## src/rtl/rvv_lsu_bridge_pkg.sv

```systemverilog
// Shared types and constants for the RVV<->LSU uop bridge.
// The registered-uop struct is sized for the default beat (16 bytes) and a
// 32-bit address; the bridge parameters must not exceed these widths.
package rvv_lsu_bridge_pkg;

  localparam int LSU_BEAT_BYTES = 16;
  localparam int LSU_DATA_W     = 8 * LSU_BEAT_BYTES;
  localparam int LSU_ADDR_W     = 32;

  // Bridge FSM: accept a uop, issue one memory request, optionally wait for
  // the read response, optionally return one beat to the vector core.
  typedef enum logic [1:0] {
    LSU_IDLE = 2'd0,
    LSU_REQ  = 2'd1,
    LSU_RSP  = 2'd2,
    LSU_WB   = 2'd3
  } LsuBridgeStateT;

  // Uop fields captured at accept. The address is stored already aligned to
  // the beat and the strobe is the effective one (mask applied).
  typedef struct packed {
    logic                      store;
    logic [LSU_ADDR_W-1:0]     addr;
    logic [4:0]                vreg;
    logic [LSU_DATA_W-1:0]     data;
    logic [LSU_BEAT_BYTES-1:0] strb;
    logic                      last;
  } LsuBridgeUopT;

endpackage

```

## src/rtl/rvv_lsu_strb_gen.sv

```systemverilog
// Combinational byte-strobe helper for the RVV LSU bridge.
// - Effective strobe: the v0 byte mask when it applies, otherwise all bytes.
// - Zero flag: the effective strobe selects no byte at all.
// - Load merge: bytes not selected by the registered strobe read back as
//   8'hFF (mask-agnostic fill), selected bytes pass the memory data through.
module rvv_lsu_strb_gen
  import rvv_lsu_bridge_pkg::*;
#(
  parameter int VLEN_B = LSU_BEAT_BYTES
) (
  input  logic                  v0_valid,
  input  logic [VLEN_B-1:0]     v0,
  output logic [VLEN_B-1:0]     strb,
  output logic                  strb_zero,
  input  logic [VLEN_B-1:0]     merge_strb,
  input  logic [8*VLEN_B-1:0]   rdata,
  output logic [8*VLEN_B-1:0]   merged
);

  // Effective strobe for the uop being offered, plus its all-zero flag.
  always_comb begin
    strb      = v0_valid ? v0 : '1;
    strb_zero = (strb == '0);
  end

  // Mask-agnostic merge of returned load data.
  always_comb begin
    merged = '1;
    for (int b = 0; b < VLEN_B; b++) begin
      if (merge_strb[b]) begin
        merged[8*b +: 8] = rdata[8*b +: 8];
      end
    end
  end

endmodule

```

## src/rtl/rvv_lsu_bridge.sv

```systemverilog
// LSU-side responder for the RVV<->LSU uop interface.
// One vector load/store uop at a time becomes one beat-wide memory request.
// Loads return their (mask-merged) data to the vector register file as a
// writeback beat; the final store uop of an instruction returns a last beat.
//
// Handshake semantics (uop, mem_req, wb): a transfer happens on a rising
// clock edge where valid and ready are both 1. A producer holding valid high
// keeps its payload stable until that edge; ready may change freely. Memory
// read responses carry no ready and are only consumed while in RSP.
//
// Optional feature macro: RVV_LSU_SKIP_MASKED_EN. When defined, a store whose
// effective strobe is all-zero issues no memory request (a last store then
// goes straight to its completion beat). When undefined every uop issues
// exactly one request.
//
// All outputs come straight from flops; the handshake flags are loaded from
// the next-state value so that e.g. a uop accepted at cycle t shows
// mem_req_valid_o at t+1.
module rvv_lsu_bridge
  import rvv_lsu_bridge_pkg::*;
#(
  parameter int ADDR_W = LSU_ADDR_W,
  parameter int VLEN_B = LSU_BEAT_BYTES
) (
  input  logic                 clk,
  input  logic                 rstn,
  // uop from the vector core
  input  logic                 uop_valid_i,
  output logic                 uop_ready_o,
  input  logic                 uop_store_i,
  input  logic [ADDR_W-1:0]    uop_addr_i,
  input  logic [4:0]           uop_vreg_i,
  input  logic [8*VLEN_B-1:0]  uop_sdata_i,
  input  logic                 uop_v0_valid_i,
  input  logic [VLEN_B-1:0]    uop_v0_i,
  input  logic                 uop_last_i,
  // in-order memory port
  output logic                 mem_req_valid_o,
  input  logic                 mem_req_ready_i,
  output logic                 mem_req_write_o,
  output logic [ADDR_W-1:0]    mem_req_addr_o,
  output logic [8*VLEN_B-1:0]  mem_req_wdata_o,
  output logic [VLEN_B-1:0]    mem_req_wstrb_o,
  input  logic                 mem_rsp_valid_i,
  input  logic [8*VLEN_B-1:0]  mem_rsp_rdata_i,
  // writeback / completion beat to the vector core
  output logic                 wb_valid_o,
  output logic [4:0]           wb_addr_o,
  output logic [8*VLEN_B-1:0]  wb_data_o,
  output logic                 wb_last_o,
  input  logic                 wb_ready_i,
  // status
  output logic                 idle_o,
  output LsuBridgeStateT       dbg_state_o
);

  localparam int DATA_W = 8 * VLEN_B;
  // Clears the byte-offset bits of a beat address.
  localparam logic [ADDR_W-1:0] ALIGN_MASK = ~ADDR_W'(VLEN_B - 1);

`ifdef RVV_LSU_SKIP_MASKED_EN
  localparam bit SKIP_EN = 1'b1;
`else
  localparam bit SKIP_EN = 1'b0;
`endif

  LsuBridgeStateT      state_q;
  LsuBridgeStateT      state_d;
  LsuBridgeUopT        uop_q;

  logic                uop_ready_q;
  logic                idle_q;
  logic                req_valid_q;
  logic                wb_valid_q;
  logic                wb_last_q;
  logic [4:0]          wb_addr_q;
  logic [DATA_W-1:0]   wb_data_q;

  logic                accept;
  logic                skip;
  logic [VLEN_B-1:0]   strb_eff;
  logic                strb_zero;
  logic [DATA_W-1:0]   rsp_merged;

  logic                wb_load;
  logic                wb_last_d;
  logic [4:0]          wb_addr_d;
  logic [DATA_W-1:0]   wb_data_d;

  rvv_lsu_strb_gen #(
    .VLEN_B (VLEN_B)
  ) u_strb_gen (
    .v0_valid   (uop_v0_valid_i),
    .v0         (uop_v0_i),
    .strb       (strb_eff),
    .strb_zero  (strb_zero),
    .merge_strb (VLEN_B'(uop_q.strb)),
    .rdata      (mem_rsp_rdata_i),
    .merged     (rsp_merged)
  );

  // uop_ready_q is only ever high in IDLE, so this is the uop transfer.
  assign accept = uop_valid_i & uop_ready_q;
  // A fully masked store may bypass the memory port when the feature is on.
  assign skip   = SKIP_EN & uop_store_i & strb_zero;

  // Next-state logic.
  always_comb begin
    state_d = state_q;
    case (state_q)
      LSU_IDLE: begin
        if (accept) begin
          if (skip) begin
            state_d = uop_last_i ? LSU_WB : LSU_IDLE;
          end else begin
            state_d = LSU_REQ;
          end
        end
      end
      LSU_REQ: begin
        if (mem_req_ready_i) begin
          if (!uop_q.store) begin
            state_d = LSU_RSP;
          end else if (uop_q.last) begin
            state_d = LSU_WB;
          end else begin
            state_d = LSU_IDLE;
          end
        end
      end
      LSU_RSP: begin
        if (mem_rsp_valid_i) begin
          state_d = LSU_WB;
        end
      end
      LSU_WB: begin
        if (wb_ready_i) begin
          state_d = LSU_IDLE;
        end
      end
      default: state_d = LSU_IDLE;
    endcase
  end

  // Payload of the writeback beat, loaded only on entry to WB.
  always_comb begin
    wb_load   = 1'b0;
    wb_last_d = 1'b0;
    wb_addr_d = uop_q.vreg;
    wb_data_d = '0;
    if ((state_q == LSU_RSP) && mem_rsp_valid_i) begin
      wb_load   = 1'b1;
      wb_data_d = rsp_merged;
    end else if ((state_q == LSU_REQ) && mem_req_ready_i && uop_q.store && uop_q.last) begin
      wb_load   = 1'b1;
      wb_last_d = 1'b1;
    end else if (accept && skip && uop_last_i) begin
      wb_load   = 1'b1;
      wb_last_d = 1'b1;
      wb_addr_d = uop_vreg_i;
    end
  end

  // FSM state register.
  always_ff @(posedge clk or negedge rstn) begin
    if (!rstn) begin
      state_q <= LSU_IDLE;
    end else begin
      state_q <= state_d;
    end
  end

  // Capture the uop at accept; it also drives the memory request payload.
  always_ff @(posedge clk or negedge rstn) begin
    if (!rstn) begin
      uop_q <= '0;
    end else if (accept) begin
      uop_q <= '{
        store: uop_store_i,
        addr:  LSU_ADDR_W'(uop_addr_i & ALIGN_MASK),
        vreg:  uop_vreg_i,
        data:  LSU_DATA_W'(uop_sdata_i),
        strb:  LSU_BEAT_BYTES'(strb_eff),
        last:  uop_last_i
      };
    end
  end

  // Registered handshake and status flags, derived from the next state.
  always_ff @(posedge clk or negedge rstn) begin
    if (!rstn) begin
      uop_ready_q <= 1'b0;
      idle_q      <= 1'b1;
      req_valid_q <= 1'b0;
      wb_valid_q  <= 1'b0;
    end else begin
      uop_ready_q <= (state_d == LSU_IDLE);
      idle_q      <= (state_d == LSU_IDLE);
      req_valid_q <= (state_d == LSU_REQ);
      wb_valid_q  <= (state_d == LSU_WB);
    end
  end

  // Writeback beat payload, held while the beat waits for wb_ready_i.
  always_ff @(posedge clk or negedge rstn) begin
    if (!rstn) begin
      wb_last_q <= 1'b0;
      wb_addr_q <= '0;
      wb_data_q <= '0;
    end else if (wb_load) begin
      wb_last_q <= wb_last_d;
      wb_addr_q <= wb_addr_d;
      wb_data_q <= wb_data_d;
    end
  end

  assign uop_ready_o     = uop_ready_q;
  assign idle_o          = idle_q;
  assign dbg_state_o     = state_q;

  assign mem_req_valid_o = req_valid_q;
  assign mem_req_write_o = uop_q.store;
  assign mem_req_addr_o  = ADDR_W'(uop_q.addr);
  assign mem_req_wdata_o = DATA_W'(uop_q.data);
  assign mem_req_wstrb_o = VLEN_B'(uop_q.strb);

  assign wb_valid_o      = wb_valid_q;
  assign wb_last_o       = wb_last_q;
  assign wb_addr_o       = wb_addr_q;
  assign wb_data_o       = wb_data_q;

endmodule

```

## config.mk

```make
export PLATFORM = sky130hd
export DESIGN_NAME = rvv_lsu_bridge
export DESIGN_NICKNAME = d
export VERILOG_FILES = /design/src/rtl/rvv_lsu_bridge_pkg.sv /design/src/rtl/rvv_lsu_strb_gen.sv /design/src/rtl/rvv_lsu_bridge.sv
export SDC_FILE = /design/constraint.sdc
export NUM_CORES = 1
export LEC_CHECK = 0
export BUFFER_PORTS_ARGS = -buffer_cell sky130_fd_sc_hd__buf_2
export CELL_PAD_IN_SITES_DETAIL_PLACEMENT = 0
export CELL_PAD_IN_SITES_GLOBAL_PLACEMENT = 1
export CORE_AREA = 4 4 247 249
export CTS_BUF_LIST = sky130_fd_sc_hd__clkbuf_8
export CTS_CLUSTER_SIZE = 8
export DETAILED_ROUTE_END_ITERATION = 10
export DIE_AREA = 0 0 251 253
export GPL_TIMING_DRIVEN = 0
export PLACE_DENSITY = 0.6
export SYNTH_ARGS = -nofsm -noshare
export SYNTH_HDL_FRONTEND = slang
export SYNTH_SLANG_ARGS = --single-unit
```

## constraint.sdc

```tcl
create_clock -name clk -period 2.1 [get_ports clk]
set_clock_uncertainty 0.2 [all_clocks]
set_input_delay 0.21 -clock clk [delete_from_list [all_inputs] [get_ports clk]]
set_output_delay 0.21 -clock clk [all_outputs]
set_load 0.01 [all_outputs]
```

Yosys cells after proc, flatten, opt, wreduce, memory -nomap -nowiden

Index checks and enable logic that the tools add are counted.

Equality and inequality tests: 5
Muxes and demuxes: 28
Reductions and logical operators: 6
Bitwise operators: 1

Operator list:

| operator           | count |
|---|---|
| $mux 128           | 1 |
| $mux 8             | 16 |
| $mux 16            | 1 |
| $mux 2             | 6 |
| $pmux 2 s4         | 1 |
| $eq 2x2->1 const B | 3 |
| $eq 2x1->1 const B | 2 |
| $logic_and 1x1->1  | 4 |
| $logic_not 2->1    | 2 |
| $mux 1             | 3 |
| $and 1x1->1        | 1 |

Bits of input ports: 318
Word-level logic and storage cells: 54
Register bits: 319
Output and inout port bits: 317

Longest topological paths before layout

Gate-level depths: netlist of run 1.

Word-level depth: 6
Depth in mapped cells: 6
Depth with buffers taken out: 3

Cells and area by module

A second synthesis of run 1 with hierarchy kept.

Cell total of the unflattened synthesis: 1,024
Area total of the unflattened synthesis: 13,827.0 um^2

By module, submodules not included:

| module           | instances | seq. area each (um^2) | cells an instance | area an instance (um^2) |
|---|---|---|---|---|
| rvv_lsu_bridge   | 1         | 7,983.9               | 873               | 12,876.1 |
| rvv_lsu_strb_gen | 1         | 0.0                   | 151               | 950.9 |

Least setup slack after synthesis of run 1

Ideal clock, no wire load.

Path type: register to register
From: register state_q[1], in the netlist dbg_state_o[1]
To: register wb_data_q[100], in the netlist wb_data_o[100]
Setup slack: 0.405 ns
Stages on the path, launching flop included: 6
Arrival time: 1.375 ns
Cell sequence: dfrtp_1 nand3b_1 or2_4 buf_6 buf_6 a31o_1

Cells in the longest elaborated chain, start to end: 6
Elaborated cells between the ends (all ways): 9

Ends and longest elaborated chain:

| element                        | line                  | text |
|---|---|---|
| start, declared                | rvv_lsu_bridge.sv:67  | `LsuBridgeStateT state_q;` |
| start signal, assigned         | rvv_lsu_bridge.sv:169 | `state_q <= state_d;` |
| $eq 2x1->1                     | rvv_lsu_bridge.sv:154 | `end else if ((state_q == LSU_REQ) && mem_req_ready_i && uop_q.store && uop_q.last) begin` |
| $logic_and 1x1->1 (3 in a row) | rvv_lsu_bridge.sv:154 |  |
| $mux 1                         | rvv_lsu_bridge.sv:154 |  |
| $mux 1                         | rvv_lsu_bridge.sv:151 | `if ((state_q == LSU_RSP) && mem_rsp_valid_i) begin` |
| end signal, assigned           | rvv_lsu_bridge.sv:213 | `wb_data_q <= wb_data_d;` |
| end, declared                  | rvv_lsu_bridge.sv:77  | `logic [DATA_W-1:0] wb_data_q;` |

Several ways; a longest one is shown, not always the timed one.
A chain may end at the register's enable or synchronous reset.

Worst setup path after layout of run 1

From: register uop_ready_q, in the netlist uop_ready_o
To: register uop_q (netlist bit mem_req_wdata_o[71])

Cells in the longest elaborated chain, start to end: 1

Ends and longest elaborated chain:

| element                | line                  | text |
|---|---|---|
| start, declared        | rvv_lsu_bridge.sv:71  | `logic uop_ready_q;` |
| start signal, assigned | rvv_lsu_bridge.sv:197 | `uop_ready_q <= (state_d == LSU_IDLE);` |
| $and 1x1->1            | rvv_lsu_bridge.sv:103 | `assign accept = uop_valid_i & uop_ready_q;` |
| end signal, assigned   | rvv_lsu_bridge.sv:178 | `uop_q <= '{` |
| end, declared          | rvv_lsu_bridge.sv:69  | `LsuBridgeUopT uop_q;` |

Every way passes these cells.

==> flow_metrics.env, run 1 <==
export IMPL_outcome="finished, final reports clean"
export IMPL_powerDensity_nw_per_um2=1360
export IMPL_slew_viol_final=0
export IMPL_cp_max_fo=10
export IMPL_cp_start_kind="flip-flop"
export IMPL_ys_async_sr_fraction_pct=100.0
export IMPL_setup_violations=0
export IMPL_die_w_um=251
export IMPL_worstSetupPathType="flip-flop to flip-flop"
export IMPL_row_count=89
export IMPL_finalCriticalPeriod_ns=1.947
export IMPL_reg2reg_to="mem_req_wdata_o[71]"
export IMPL_critPathMaxStageDelay_ns=0.37
export IMPL_tns_ns=0
export IMPL_ios=635
export IMPL_stdcell_area_sq_um=22770
export IMPL_drv_cap=0
export IMPL_synth_avg_cell_area_sq_um=11.92
export IMPL_crit_chain="and2_1 -> buf_2 -> clkbuf_4 -> buf_2 -> mux2_2"
export IMPL_crit_family="buffers and inverters"
export IMPL_relSlewSlack_pct=43.14
export IMPL_synth_cell_type_count=26
export IMPL_clk_path_buf_depth=3
export IMPL_ys_seq_elements=319
export IMPL_ir_worst_vdd_mv=0.9680
export IMPL_first_pass_iters=4
export IMPL_yosysTopAreaCellShare_pct=55.80
export IMPL_fmax_mhz=513.6
export IMPL_p_leak_nw=11.59
export IMPL_required_ns=2.40
export IMPL_die_area_sq_um=63500
export IMPL_critical_path_arrival_ns=2.25
export IMPL_hold_slack_ns=0.05047
export IMPL_synthToLayoutAreaGrowth_pct=59.70
export IMPL_r2r_cells=5
export IMPL_initial_utilization_pct=24.30
export IMPL_synthTopCellsByArea="dfrtp_1 (56%), mux2_2 (13%), buf_4 (9.3%), a31o_1 (6.7%), a21oi_1 (4.5%)"
export IMPL_wire_per_inst_um=17.20
export IMPL_cts_tree="done"
export IMPL_synthFlopType="dfrtp_1"
export IMPL_viasPerCell=4.147
export IMPL_cts_root_buffer="clkbuf_8"
export IMPL_rsz0062_at_grt="false"
export IMPL_gp_congestion=0.8203
export IMPL_vias=12500
export IMPL_end_kind="flip-flop"
export IMPL_post_dp_cell_area_sq_um=18430
export IMPL_ys_seq_area_share_pct=55.99
export IMPL_drc=0
export IMPL_nets=2518
export IMPL_cts_buffers=60
export IMPL_numClockSinks=319
export IMPL_fillers=5808
export IMPL_hold_class="input pin to asynchronous set/reset pin"
export IMPL_hold_viol=0
export IMPL_routed_wl_um=51830
export IMPL_worst_pin_slew_ns=0.8529
export IMPL_portBuffers=625
export IMPL_ff2ff_setup_slack_ns=0.15
export IMPL_cp_slowest_cell="mux2_2"
export IMPL_post_dp_hpwl_um=38340
export IMPL_antenna_found_initial=3
export IMPL_synth_area_sq_um=14260
export IMPL_cp_buffers_inverters=3
export IMPL_grt_start_max_net_pins=115
export IMPL_first_iter_violations=465
export IMPL_cp_common_cell="buf_2"
export IMPL_globalRoute_totalOverflow=0
export IMPL_clk_latency_ns=0.64
export IMPL_grt_first_pass_wirelength_um=79270
export IMPL_synth_top_area_cell="dfrtp_1"
export IMPL_grt_total_usage_pct=15.78
export IMPL_htreeDepth=2
export IMPL_grt_pass1_vias=13850
export IMPL_syn_inst=1196
export IMPL_synth_warning_count=0
export IMPL_path_clk_slew_ns=0.06
export IMPL_core_sq_um=58690
export IMPL_synth_edf_count=0
export IMPL_fin_crit_sh_pct=92.72
export IMPL_r2r_start="uop_ready_o"
export IMPL_die_h_um=253
export IMPL_cts_setup_buffers=0
export IMPL_layout_drive_gt1_share_pct=50.87
export IMPL_ant_nets=0
placed cells by master, fill, tap and decap left out:
master         instances
buf_2                659
clkbuf_1              12
a21bo_2                1
nor2b_1                1
dlygate4sd3_1        312
nor2_1                18
nor3b_1                1
a31o_2                19
buf_1                  7
inv_6                  1
mux4_2                 1
dfstp_2                1
buf_4                181
a31o_1               109
a21oi_1              128
o21ai_1                1
conb_1                 4
clkinvlp_4             2
and2_1                 2
or2_4                  1
clkbuf_2               2
a21boi_0               2
clkinv_2               2
clkbuf_4               8
buf_6                 13
nand2_1                1
mux2_2               168
o21bai_1               1
diode_2                2
buf_16                 2
clkbuf_8              76
dfrtp_1              318
nand3b_1               2
buf_8                  1
a31oi_1               16
bufinv_16              1
inv_1                165
state kept, by name, summed over array words and instances, names as in the netlist:
register / count
wb_valid_o: 1
mem_req_valid_o: 1
wb_addr_o: 5
wb_data_o: 128
mem_req_addr_o: 28
mem_req_wstrb_o: 16
idle_o: 1
mem_req_wdata_o: 128
wb_last_o: 1
mem_req_write_o: 1
uop_q: 6
uop_ready_o: 1
dbg_state_o: 2
how the worst max path moves through the flow:
| stage | from | end | slack [ns] | depth (start not counted) |
|---|---|---|---|---|
| after detailed placement | uop_ready_o | mem_req_addr_o[27] | -0.04 | 5 |
| final | uop_ready_o | mem_req_wdata_o[71] | 0.15 | 5 |
| after CTS | uop_ready_o | mem_req_wdata_o[91] | -0.005 | 5 |
| after floorplan | dbg_state_o[1] | wb_data_o[100] | 0.40 | 5 |
| after global routing | uop_ready_o | mem_req_wdata_o[66] | 0.02 | 5 |
| after global placement | rstn | mem_req_wdata_o[11] | -5.89 | 1 |
metrics by stage:
stage / total power [mW] / instances / util [%] / setup slack, ns
finish: 30.96 / 3014 / 38.81 / 0.1529
global route: 33.11 / 3013 / 38.80 / 0.01519
CTS: 31.52 / 3012 / 38.75 / -0.004604
detailed placement: 24.77 / 2599 / 31.41 / -0.04366
global placement: 24.54 / 2597 / 31.30 / -5.895
floorplan: 19.06 / 1199 / - / 0.4049
layout make-up:
class / instances / area, sq um / share of cell area (%)
timing repair buffer: 939 / 6316 / 27.73
multi-input combinational: 476 / 3950 / 17.35
buffer: 258 / 1822 / 8.000
sequential: 319 / 7984 / 35.06
antenna: 2 / 5.005 / 0.02198
tap: 773 / 967.2 / 4.247
inverter: 146 / 548.0 / 2.406
clock inverter: 25 / 135.1 / 0.5934
clock buffer: 76 / 1046 / 4.593
cell usage after synthesis (2+ instances only):
library cell / number
a31oi_1: 16
clkbuf_1: 13
buf_6: 13
inv_1: 146
dfrtp_1: 318
nor2_1: 18
a31o_1: 109
buf_2: 47
a21oi_1: 128
a21boi_0: 2
buf_4: 177
nand3b_1: 2
a31o_2: 19
buf_1: 8
mux2_2: 168
and2_1: 2
cells by family after synthesis:
logic type,after synthesis,synth area share (%)
buffers and inverters,404,16.39
muxes,169,13.42
DFF,319,55.99
and+or+nand+nor,26,0.8511
other,1,0.02630
AOI/OAI and AO/OA,277,13.32
metal layers:
| metal | vias up | GRT usage (%) | wire length, um |
|---|---|---|---|
| li1 | 5865 | - | - |
| met1 | 6026 | 17.85 | 19980 |
| met2 | 498 | 27.89 | 25840 |
| met3 | 109 | 5.053 | 4323 |
| met4 | 2 | 5.976 | 1674 |
| met5 | - | 0 | 20 |
what timing repair did:
action,in CTS,in global routing
hold buffers,312,0
endpoints found under the setup margin,25,155
hold endpoints to repair,415,0
gates resized for setup,3,14
gates cloned,0,0
power breakdown:
group          switching, mW  internal, mW  leakage, nW
logic                   6.58          7.57         7.09
clock network           2.68          3.33        0.674
registers               1.61          9.20         3.83
total                   10.9          20.1         11.6
Power figures use the tool's default switching activity.
==> run 2: changes to the inputs <==
--- a/config.mk
+++ b/config.mk
@@ -5,16 +5,17 @@
 export SDC_FILE = /design/constraint.sdc
 export NUM_CORES = 1
 export LEC_CHECK = 0
+export ABC_AREA = 1
 export BUFFER_PORTS_ARGS = -buffer_cell sky130_fd_sc_hd__buf_2
 export CELL_PAD_IN_SITES_DETAIL_PLACEMENT = 0
 export CELL_PAD_IN_SITES_GLOBAL_PLACEMENT = 1
-export CORE_AREA = 4 4 247 249
+export CORE_AREA = 4 4 244 246
 export CTS_BUF_LIST = sky130_fd_sc_hd__clkbuf_8
 export CTS_CLUSTER_SIZE = 8
 export DETAILED_ROUTE_END_ITERATION = 10
-export DIE_AREA = 0 0 251 253
+export DIE_AREA = 0 0 248 250
 export GPL_TIMING_DRIVEN = 0
-export PLACE_DENSITY = 0.6
+export PLACE_DENSITY = 0.62
 export SYNTH_ARGS = -nofsm -noshare
 export SYNTH_HDL_FRONTEND = slang
 export SYNTH_SLANG_ARGS = --single-unit
==> flow_metrics.env, run 2 <==
export IMPL_synth_warning_count=0
export IMPL_synth_common_cells="nand2_1 (768), dfrtp_1 (318), buf_4 (177), o21ai_0 (156), clkbuf_1 (40)"
export IMPL_ys_seq_area_share_pct=58.95
export IMPL_setup_violations=0
export IMPL_dp_slack_ns=-0.4693
export IMPL_portBuffers=626
export IMPL_r2r_cells=8
export IMPL_die_area_sq_um=62000
export IMPL_globalRoute_totalOverflow=0
export IMPL_ctsHoldBuffers=313
export IMPL_failed_checks="negative hold slack"
export IMPL_synth_cell_type_count=22
export IMPL_required_ns=2.40
export IMPL_grt_total_usage_pct=17.35
export IMPL_post_dp_hpwl_um=41400
export IMPL_reg2reg_to="wb_data_o[82]"
export IMPL_ff2ff_setup_slack_ns=0.16
export IMPL_cp_start_kind="flip-flop"
export IMPL_first_iter_violations=569
export IMPL_outcome="complete, but fails checks"
export IMPL_ir_worst_vdd_mv=0.6499
export IMPL_hold_viol=69
export IMPL_vias=13580
export IMPL_initial_utilization_pct=23.61
export IMPL_fin_ws_ns=0.1636
export IMPL_end_kind="flip-flop"
export IMPL_path_clk_slew_ns=0.06
export IMPL_ant_nets=0
export IMPL_worst_pin_slew_ns=0.5972
export IMPL_hold_class="input pin to asynchronous set/reset pin"
export IMPL_antenna_found_initial=5
export IMPL_clk_latency_ns=0.64
export IMPL_critical_path_arrival_ns=2.24
export IMPL_htreeDepth=2
export IMPL_cts_root_buffer="clkbuf_8"
export IMPL_core_sq_um=57370
export IMPL_fillers=5970
export IMPL_grt_pass1_vias=14680
export IMPL_viasPerCell=4.037
export IMPL_final_common_cell="nand2_1"
export IMPL_gp_congestion=0.8469
export IMPL_cts_tree="done"
export IMPL_finalCriticalPeriod_ns=1.936
export IMPL_powerDensity_nw_per_um2=1395
export IMPL_synthFlopType="dfrtp_1"
export IMPL_synth_edf_count=0
export IMPL_numClockSinks=319
export IMPL_grt_start_max_net_pins=93
export IMPL_cts_buffers=59
export IMPL_die_w_um=248
export IMPL_tns_ns=0
export IMPL_drv_cap=0
export IMPL_first_pass_iters=5
export IMPL_ys_seq_elements=319
export IMPL_die_h_um=250
export IMPL_ys_async_sr_fraction_pct=100.0
export IMPL_multi_input_area_sq_um=3826
export IMPL_row_count=88
export IMPL_relSlewSlack_pct=60.18
export IMPL_clk_path_buf_depth=3
export IMPL_cp_max_fo=10
export IMPL_yosysMostFrequentCell="nand2_1"
export IMPL_yosysTopAreaCellShare_pct=58.75
export IMPL_seq_area_sq_um=7984
export IMPL_synth_area_sq_um=13540
export IMPL_routed_wl_um=55310
export IMPL_most_common_layout_cells="nand2_1 (768), buf_2 (638), dfrtp_1 (318)"
export IMPL_synthTopCellsByArea="dfrtp_1 (59%), nand2_1 (21%), buf_4 (9.8%), o21ai_0 (5.8%), clkbuf_1 (1.1%)"
export IMPL_nets=2864
export IMPL_p_leak_nw=12.42
export IMPL_rsz0062_at_grt="false"
export IMPL_r2r_start="dbg_state_o[1]"
export IMPL_ios=635
export IMPL_hold_slack_ns=-0.06927
export IMPL_worstSetupPathType="flip-flop to flip-flop"
export IMPL_wire_per_inst_um=16.44
export IMPL_slew_viol_final=0
export IMPL_synthToLayoutAreaGrowth_pct=63.95
export IMPL_drc=0
export IMPL_layout_drive_gt1_share_pct=36.66
export IMPL_syn_inst=1541
export IMPL_fin_crit_sh_pct=92.21
export IMPL_grt_first_pass_wirelength_um=84120
export IMPL_fmax_mhz=516.4
export IMPL_synth_avg_cell_area_sq_um=8.789
export IMPL_synth_top_area_cell="dfrtp_1"
## run 2: changes by cell type after synthesis, sizes merged, moves of 28 or more
cell / change
mux2: -168
buf: -42
clkbuf: +28
a31o: -128
a21oi: -126
o21ai: +161
nand2: +767
inv: -121
## run 2: repair_timing
action | 4_1_cts | 5_1_grt
setup buffers | 0 | 0
gates resized for setup | 10 | 30
endpoints found under the hold margin | 558 | 69
endpoints found under the setup margin | 142 | 128
## run 2: how the worst max path moves through the flow
stage / slack (ns) / cells after the start / end / startpoint
floorplan: 0.48 / 8 / wb_data_o[81] / dbg_state_o[1]
global placement: -5.97 / 1 / mem_req_wdata_o[89] / rstn
detailed placement: -0.47 / 6 / mem_req_wdata_o[34] / uop_ready_o
CTS: 0.004 / 6 / mem_req_addr_o[16] / uop_ready_o
global route: 0.003 / 6 / mem_req_wdata_o[72] / uop_ready_o
finish: 0.16 / 8 / wb_data_o[82] / dbg_state_o[1]
## run 2: final cells by class
class | count | area share [%]
repair buffers | 942 | 28.63
flip-flops and latches | 319 | 35.95
clock inverters | 28 | 0.7888
inverters | 25 | 0.4226
diodes | 6 | 0.06761
clock buffers | 81 | 5.020
well taps | 765 | 4.310
plain buffers | 243 | 7.573
multi-input cells | 956 | 17.23
## run 2: worst max-delay path, stage by stage (launching register included)
cell and delay, ns:
dfrtp_1 0.45, inv_2 0.13, nand3_1 0.10, nor2_1 0.30, nor2_4 0.12, buf_6 0.20, buf_4 0.19, nand2_1 0.07
nand2_1 0.06
## run 2: cells by family after synthesis
logic type / Yosys count / synth area share [%]
and+or+nand+nor: 786 / 21.97
DFF: 319 / 58.95
buffers and inverters: 269 / 12.89
AOI/OAI and AO/OA: 166 / 6.171
other: 1 / 0.02769
## run 2: stage by stage
stage | total power, mW | instances | area [sq um] | utilization [%]
2_1_floorplan | 18.27 | 1544 | 13560 | -
3_3_place_gp | 24.14 | 2935 | 17650 | 30.76
3_5_place_dp | 24.29 | 2938 | 17740 | 30.92
4_1_cts | 31.46 | 3359 | 22170 | 38.65
5_1_grt | 33.39 | 3362 | 22200 | 38.70
6_report | 30.97 | 3365 | 22210 | 38.71
## run 2: report_power, final
part | switching (mW) | total, mW | internal (mW)
clock | 2.74 | 6.41 | 3.66
combinational | 7.57 | 13.7 | 6.13
sequential | 1.69 | 10.9 | 9.17
## run 2: per-layer routing
metal / wire [um] / up-vias / part of all wire (%) / GRT usage [%]
li1: - / 6626 / - / -
met1: 22180 / 6300 / 40 / 20.16
met2: 26170 / 517 / 47 / 29.34
met3: 4351 / 140 / 7.9 / 5.082
met4: 2597 / 0 / 4.7 / 8.108
met5: 0 / - / 0 / 0
==> run 3: changes to the inputs <==
--- a/config.mk
+++ b/config.mk
@@ -15,7 +15,9 @@
 export DETAILED_ROUTE_END_ITERATION = 10
 export DIE_AREA = 0 0 248 250
 export GPL_TIMING_DRIVEN = 0
-export PLACE_DENSITY = 0.62
+export MAX_ROUTING_LAYER = met4
+export PLACE_DENSITY = 0.66
+export REMOVE_ABC_BUFFERS = 1
 export SYNTH_ARGS = -nofsm -noshare
 export SYNTH_HDL_FRONTEND = slang
 export SYNTH_SLANG_ARGS = --single-unit
==> flow_metrics.env, run 3 (synthesized netlist as in run 2, its figures left out) <==
export IMPL_worst_pin_slew_ns=0.8590
export IMPL_vias=12890
export IMPL_end_kind="flip-flop"
export IMPL_relSlewSlack_pct=42.67
export IMPL_hold_viol=0
export IMPL_hold_end="mem_req_wdata_o[38]"
export IMPL_p_leak_nw=11.51
export IMPL_portBuffers=626
export IMPL_grt_first_pass_wirelength_um=77300
export IMPL_slew_viol_final=0
export IMPL_fillers=5797
export IMPL_startpoint="dbg_state_o[0]"
export IMPL_clk_path_buf_depth=3
export IMPL_min_delay_start="uop_sdata_i[38]"
export IMPL_critical_path_arrival_ns=2.37
export IMPL_cts_tree="done"
export IMPL_final_util_pct=36.77
export IMPL_holdPathStages=4
export IMPL_reg2reg_to="wb_data_o[95]"
export IMPL_cp_start_kind="flip-flop"
export IMPL_powerDensity_nw_per_um2=1372
export IMPL_layout_drive_gt1_share_pct=31.40
export IMPL_fmax_mhz=499.4
export IMPL_antenna_found_initial=8
export IMPL_most_common_layout_cells="nand2_1 (767), buf_2 (625), dlygate4sd3_1 (335)"
export IMPL_r2r_start="dbg_state_o[0]"
export IMPL_setup_violations=0
export IMPL_nets=2653
export IMPL_core_sq_um=57370
export IMPL_finalCriticalPeriod_ns=2.002
export IMPL_ff2ff_setup_slack_ns=0.1
export IMPL_clk_latency_ns=0.64
export IMPL_path_clk_slew_ns=0.07
export IMPL_die_w_um=248
export IMPL_globalRoute_totalOverflow=0
export IMPL_post_dp_hpwl_um=35950
export IMPL_fin_crit_sh_pct=95.35
export IMPL_numClockSinks=319
export IMPL_layout_cells_non_filler=3159
export IMPL_synthToLayoutAreaGrowth_pct=55.73
export IMPL_viasPerCell=4.081
export IMPL_cts_root_buffer="clkbuf_8"
export IMPL_dp_cells=2702
export IMPL_final_common_cell="nand2_1"
export IMPL_worstSetupPathType="flip-flop to flip-flop"
export IMPL_grt_start_max_net_pins=131
export IMPL_die_area_sq_um=62000
export IMPL_ir_worst_vdd_mv=0.7311
export IMPL_hold_class="input pin to flip-flop"
export IMPL_routed_wl_um=52150
export IMPL_cts_buffers=58
export IMPL_drc=0
export IMPL_ios=635
export IMPL_drv_cap=0
export IMPL_ant_nets=0
export IMPL_grt_total_usage_pct=16.25
export IMPL_grt_pass1_vias=13710
export IMPL_wire_per_inst_um=16.51
export IMPL_post_dp_cell_area_sq_um=16310
export IMPL_rsz0062_at_grt="false"
export IMPL_first_pass_iters=5
export IMPL_r2r_cells=6
export IMPL_fin_ws_ns=0.09772
export IMPL_gp_congestion=0.8182
export IMPL_row_count=88
export IMPL_stdcell_area_sq_um=21090
export IMPL_first_iter_violations=572
export IMPL_htreeDepth=2
export IMPL_initial_utilization_pct=23.61
export IMPL_outcome="finished, final reports clean"
export IMPL_dp_slack_ns=-0.2173
export IMPL_cp_max_fo=109
export IMPL_die_h_um=250
export IMPL_required_ns=2.47
## run 3: cell types whose count changed in the layout (fill, tap and decap cells not counted), moves of 6 or more
cell	previous run	this run
clkbuf_2	23	0
buf_6	7	0
dlygate4sd3_1	313	335
clkbuf_1	16	0
buf_4	177	1
buf_2	638	625
buf_16	3	9
## run 3: final cells by class
| type | instances | area [sq um] | share of cell area (%) |
|---|---|---|---|
| inverters | 25 | 106.4 | 0.5042 |
| well taps | 765 | 957.2 | 4.538 |
| clock inverters | 28 | 211.5 | 1.002 |
| repair buffers | 975 | 6842 | 32.44 |
| flip-flops and latches | 319 | 7985 | 37.86 |
| diodes | 9 | 22.52 | 0.1068 |
| clock buffers | 82 | 1129 | 5.351 |
| multi-input cells | 956 | 3840 | 18.21 |
## run 3: critical path, cell delays in order, from the launching register on
cell and delay, ns:
dfrtp_2 0.46, inv_2 0.10, nand3_2 0.13, inv_6 0.20
buf_16 0.30, o21ai_1 0.30, nand2_1 0.13
## run 3: metrics by stage
step | total power [mW] | TNS, ns | hold WS (ns)
6_report | 28.94 | 0 | 0.1080
5_1_grt | 31.17 | 0 | 0.03865
4_1_cts | 29.31 | 0 | 0.01258
3_5_place_dp | 21.77 | -12.82 | -0.03833
3_3_place_gp | 21.08 | -3758.19 | 0.2061
2_1_floorplan | 16.01 | -788.62 | -0.2856
## run 3: metal layers
layer  vias to the layer above  global-route usage (%)  part of all wire [%]
met1                      6045                   17.21                    37
met5                         -                       -                     0
met3                        89                   5.501                   9.9
met2                       552                   28.23                    50
met4                         0                   5.609                   3.3
li1                       6205                       -                     -
## run 3: worst max path at each step
stage,end,slack [ns],depth (start not counted)
2_1_floorplan,uop_ready_o,-3.77,5
3_3_place_gp,mem_req_wstrb_o[2],-9.28,3
3_5_place_dp,wb_data_o[88],-0.22,9
4_1_cts,uop_ready_o,0.01,6
5_1_grt,dbg_state_o[0],0.003,5
6_report,wb_data_o[95],0.1,6
## run 3: what timing repair did
item	CTS	global route
cloned	0	2
buffers inserted	1	0
endpoints found under the hold margin	540	0
hold buffers	335	0
setup endpoints to repair	73	151
resized for setup	6	4
pin swaps	1	0
## run 3: where the power goes
group	internal (mW)	switching, mW	total, mW
Combinational	4.46	7.11	11.6
Sequential	9.17	1.59	10.8
Clock	3.84	2.77	6.61
Total	17.5	11.5	28.9
